**src/rtl/add_arbiter.sv**
```systemverilog
// Two-requester round-robin arbiter sharing one W-bit ripple adder slice.
// Each 2W-bit add runs low half then high half, then holds the result until consumed.
module add_slice #(
    parameter int W = 16
) (
    input  logic [W-1:0] a,
    input  logic [W-1:0] b,
    input  logic         cin,
    output logic [W-1:0] sum,
    output logic         cout
);
    logic c;

    always_comb begin
        c   = cin;
        sum = '0;
        for (int i = 0; i < W; i++) begin
            sum[i] = a[i] ^ b[i] ^ c;
            c      = (a[i] & b[i]) | (c & (a[i] ^ b[i]));
        end
        cout = c;
    end
endmodule

module add_arbiter #(
    parameter int W = 16
) (
    input  logic           clk,
    input  logic           rst_n,
    input  logic [1:0]     req_valid,
    output logic [1:0]     req_ready,
    input  logic [2*W-1:0] a0,
    input  logic [2*W-1:0] b0,
    input  logic [2*W-1:0] a1,
    input  logic [2*W-1:0] b1,
    input  logic           cin0,
    input  logic           cin1,
    output logic           rsp_valid,
    input  logic           rsp_ready,
    output logic [2*W:0]   rsp_sum,
    output logic           rsp_id
);
    typedef enum logic [1:0] {IDLE, LO, HI, RSP} state_t;

    state_t         state, state_nxt;
    logic           last;
    logic           gnt_id;
    logic [2*W-1:0] a_q, b_q;
    logic           cin_q, carry_q, id_q;
    logic [W-1:0]   lo_q;
    logic [W-1:0]   sa, sb, ssum;
    logic           scin, scout;

    // Tie goes to whoever was not granted last; a lone requester always wins.
    always_comb begin
        gnt_id    = (req_valid == 2'b11) ? ~last : req_valid[1];
        req_ready = 2'b00;
        if (rst_n && state == IDLE && req_valid != 2'b00)
            req_ready = 2'b01 << gnt_id;
    end

    always_comb begin
        state_nxt = state;
        case (state)
            IDLE:    if (req_valid != 2'b00) state_nxt = LO;
            LO:      state_nxt = HI;
            HI:      state_nxt = RSP;
            RSP:     if (rsp_ready) state_nxt = IDLE;
            default: state_nxt = IDLE;
        endcase
    end

    // The single slice is time-shared: low half with the request carry, high half with the stored carry.
    always_comb begin
        sa   = (state == HI) ? a_q[2*W-1:W] : a_q[W-1:0];
        sb   = (state == HI) ? b_q[2*W-1:W] : b_q[W-1:0];
        scin = (state == HI) ? carry_q : cin_q;
    end

    add_slice #(.W(W)) u_slice (
        .a    (sa),
        .b    (sb),
        .cin  (scin),
        .sum  (ssum),
        .cout (scout)
    );

    always_ff @(posedge clk or negedge rst_n) begin
        if (!rst_n) begin
            state     <= IDLE;
            last      <= 1'b1;
            a_q       <= '0;
            b_q       <= '0;
            cin_q     <= 1'b0;
            carry_q   <= 1'b0;
            id_q      <= 1'b0;
            lo_q      <= '0;
            rsp_valid <= 1'b0;
            rsp_sum   <= '0;
            rsp_id    <= 1'b0;
        end else begin
            state <= state_nxt;
            case (state)
                IDLE: if (req_valid != 2'b00) begin
                    a_q   <= gnt_id ? a1 : a0;
                    b_q   <= gnt_id ? b1 : b0;
                    cin_q <= gnt_id ? cin1 : cin0;
                    id_q  <= gnt_id;
                    last  <= gnt_id;
                end
                LO: begin
                    lo_q    <= ssum;
                    carry_q <= scout;
                end
                // Response registers load only here so they stay frozen through RSP.
                HI: begin
                    rsp_sum   <= {scout, ssum, lo_q};
                    rsp_id    <= id_q;
                    rsp_valid <= 1'b1;
                end
                RSP: if (rsp_ready) rsp_valid <= 1'b0;
                default: ;
            endcase
        end
    end
endmodule

```
**config.mk**
```make
export PLATFORM = sky130hd
export DESIGN_NAME = add_arbiter
export DESIGN_NICKNAME = d
export VERILOG_FILES = /design/src/rtl/add_arbiter.sv
export SDC_FILE = /design/constraint.sdc
export NUM_CORES = 1
export LEC_CHECK = 0
export ABC_AREA = 1
export CAP_MARGIN = 20
export CELL_PAD_IN_SITES_DETAIL_PLACEMENT = 0
export CELL_PAD_IN_SITES_GLOBAL_PLACEMENT = 2
export CORE_ASPECT_RATIO = 1.5
export CORE_MARGIN = 1
export CORE_UTILIZATION = 27
export DETAILED_ROUTE_END_ITERATION = 7
export GPL_ROUTABILITY_DRIVEN = 0
export PLACE_DENSITY_LB_ADDON = 0.1
export SLEW_MARGIN = 20
export SYNTH_ARGS = -nofsm -noshare
export SYNTH_HDL_FRONTEND = slang
export SYNTH_SLANG_ARGS = --single-unit
```
**constraint.sdc**
```tcl
create_clock -name clk -period 11.25 [get_ports clk]
set_clock_uncertainty 0.15 [all_clocks]
set_input_delay 1.6875 -clock clk [delete_from_list [all_inputs] [get_ports clk]]
set_output_delay 1.6875 -clock clk [all_outputs]
set_load 0.01 [all_outputs]
```
==> flow_summary_export.csv <==
group,metric,value,unit
run_status,status,"finished clean",
die,start_util,27.45,%
cts,cts_root_buffer,"sky130_fd_sc_hd__clkbuf_16",
placed_design,place.port_buffers,171,
cts,cts_setup_buffers,0,
die,rows,69,
cts,clockBufferDepth,2,
timing,crit_path_time_final,8.844,ns
cts,clk_latency,0.42,ns
run,maxCapViolations,0,
synthesis,yosys.area_share.adder,5.704,%
critical_path,worstSetupPathType,"reg2reg",
min_path,worst_hold_path_type,"reg2reg",
synthesis,ys_seq_elements,121,
route,final_antenna_net_count,0,
final_layout,synthToLayoutAreaGrowth,39.49,%
global_routing,vias_in_the_first_global_route,5632,
timing,finalHoldViolations,0,
synthesis,syn_nets,1008,
synthesis,number_of_warnings_reported_in_the_yosys_synthesis_log,0,
route,viasPerCell,4.248,
final_layout,final_layout_size_suffix_gt1_share,5.020,%
die,floorplan.io_pins,172,
timing,rsz0062_at_grt,"false",
synthesis,synth_simple_gate_area_share,29.27,%
timing,fin_setup_tns,0,ns
final_layout,final_net_count,1158,
cts,htree_num_levels,4,
cts,cts_sinks,121,
cts,number_of_cts_inserted_buffers,17,
synthesis,cells_after_synthesis,853,
pwr,power.density_cell_area,284.4,nW/um^2
global_routing,grt_util_met2,31.19,%
critical_path,worst_setup_path_end_kind,"register",
critical_path,cp_slowest_cell,"sky130_fd_sc_hd__fa_1",
timing,number_of_max_slew_violations_in_the_final_report,0,
timing,fmax,113.1,MHz
critical_path,worstReg2RegEnd,"lo_q[15]",
global_routing,use_met3,2.368,%
timing,finalSetupViolCount,0,
timing,timing.final.crit_share,78.61,%
global_routing,grt_first_pass_wirelength,32020,um
global_routing,largest_net_degree_at_the_start_of_global_routing,69,
cts,postCtsResizedCells,0,
global_routing,number_of_antenna_violations_at_the_first_check_in_global_routing,0,
critical_path,cp_data_arrival_time,9.00,ns
synthesis,synth.mux.area_fraction,4.008,%
route,drc,0,
synthesis,cell_area_after_synthesis,6492,um^2
critical_path,worst_r2r_start,"state[0]",
synthesis,postSynth.topFlopCell,"sky130_fd_sc_hd__dfrtp_1",
die,die_h,191.9,um
synthesis,synth-seq-area-share,46.66,%
critical_path,crit_path_max_incr_delay,0.49,ns
global_routing,grt_remaining_overflow,0,
cts,cts_tree,"yes",
global_routing,grt.met1_usage,21.83,%
synthesis,post_synth_xor_xnor_area,0,%
critical_path,path_common_cell,"sky130_fd_sc_hd__fa_1",
global_routing,groute.usage.overall,17.42,%
route,initialDrtViolationCount,227,
critical_path,worstRegToRegCells,25,
die,die_width,128.6,um
route,routed_wire_length_per_instance,15.23,um
synthesis,synth_top_family_by_area,"simple AND/OR/NAND/NOR gates",
critical_path,timing.critical_path.buf_inv,6,
route,dr.pass1.iters,4,
pwr,static-leakage-power,0.004699,uW
min_path,hold_end,"rsp_sum[3]",
critical_path,critPathMaxFanout,44,
route,route.vias.total,5671,
die,core_area,23660,um^2
cts,cts.clk_slew.worst_paths,0.06,ns
pwr,peak_vdd_ir,0.0001275,V
route,finalWirelength,20330,um
synthesis,synth-edff-count,0,
critical_path,setup.reg_to_reg.worst_slack,2.41,ns
cts,post_cts_hold_buffer_count,0,
timing,maxSlewHeadroom,40.68,%
critical_path,critPathRequiredTime,11.40,ns
critical_path,crit_path_start_kind,"register",
global_routing,gr-max-usage-layer,"met2",
synthesis,synth_compound_gate_area_share,2.467,%
timing,worst_slew_pin_slew,0.8898,ns
synthesis,postSynthAreaPerCell,7.611,um^2
pwr,post-layout-total-power,2576,uW
synthesis,share_of_flip_flops_with_an_asynchronous_set_or_reset,100.0,%
critical_path,critical_path.top_delay_family,"adder cells",
placed_design,place_hpwl,14430,um
min_path,hp-start,"rsp_sum[3]",
synthesis,netlist-cell-type-count,17,
min_path,timing.hold.worst_path_depth,2,
die,dieArea,24680,um^2
final_layout,diodes,0,
## cell families after synthesis
logic type	Yosys count
compound gates	32
buf+inv	192
simple gates	462
mux	26
flops	121
fa+ha+maj	20
## placed cells by master (no fill, tap or decap), drive strengths merged
master / n
inv: 147
ha: 4
fa: 16
mux2i: 26
clkbuf: 18
clkinvlp: 1
clkdlybuf4s50: 169
nand3: 132
o21ai: 32
nor3: 1
bufinv: 2
clkinv: 7
buf: 11
nor2: 4
dfstp: 1
dfrtp: 120
nand2: 325
## power breakdown
part           internal [uW]  switching, uW  leakage [uW]
clock                    337            216      0.000294
sequential               660            121       0.00149
combinational            509            732       0.00292
total                   1510           1070       0.00470
## worst register-to-register path: cells and delay by family, from the launching register on
family | cells | cell delay, ns
DFF | 1 | 0.39
and+or+nand+nor | 4 | 0.31
adders and majority gates | 15 | 6.45
buffers and inverters | 6 | 1.45
## layout make-up
| type | instances | area [um^2] |
|---|---|---|
| Clock buffer | 18 | 439.2 |
| Inverter | 143 | 536.8 |
| Multi-Input combinational cell | 540 | 2718 |
| Tap cell | 319 | 399.1 |
| Sequential cell | 121 | 3029 |
| Fill cell | 2596 | 14600 |
| Clock inverter | 14 | 162.7 |
| Timing Repair Buffer | 180 | 1772 |
## per-stage QoR
step,util (%),std cells,worst slack [ns],area (um^2),hold slack (ns)
after global routing,38.28,1335,1.918,9056,0.3396
final,38.28,1335,2.406,9056,0.3180
after global placement,35.74,1303,2.386,8454,0.3060
after floorplan,-,853,2.902,6492,0.2922
after detailed placement,35.74,1303,2.302,8454,0.3102
after CTS,38.28,1335,2.293,9056,0.3219
## metal layers
metal / wire (um) / part of all wire [%]
met1: 8935 / 44
met2: 10560 / 52
met3: 639 / 3.1
met4: 192 / 0.94
met5: 0 / 0
## flip-flops by register name, indices dropped and copies added (netlist names)
register   cells
state          2
a_q           32
cin_q          1
b_q           32
last           1
id_q           1
rsp_sum       33
rsp_valid      1
lo_q          16
rsp_id         1
carry_q        1
## how the worst max path moves through the flow
stage                     startpoint     endpoint  slack (ns)  cells past startpoint
after detailed placement    state[0]     lo_q[15]        2.30                     25
final                       state[0]     lo_q[15]        2.41                     25
after floorplan             state[0]  rsp_sum[31]        2.90                     26
after global routing        state[0]     lo_q[15]        1.92                     25
after CTS                   state[0]     lo_q[15]        2.29                     25
after global placement      state[0]     lo_q[15]        2.39                     25
## synth_stat cells (2+ instances only)
library cell               instances  area share, %
sky130_fd_sc_hd__nand2_1         325             19
sky130_fd_sc_hd__inv_1           140            8.1
sky130_fd_sc_hd__nand3_1         132             10
sky130_fd_sc_hd__dfrtp_1         120             46
sky130_fd_sc_hd__o21ai_0          31            2.4
sky130_fd_sc_hd__buf_2            26            2.0
sky130_fd_sc_hd__mux2i_1          26            4.0
sky130_fd_sc_hd__clkbuf_1         18            1.0
sky130_fd_sc_hd__fa_1             16            4.9
sky130_fd_sc_hd__buf_4             5           0.58
sky130_fd_sc_hd__ha_1              4           0.77
sky130_fd_sc_hd__nor2_1            4           0.23
sky130_fd_sc_hd__inv_2             2           0.12
Note: power is estimated with default switching activity, not from simulation.
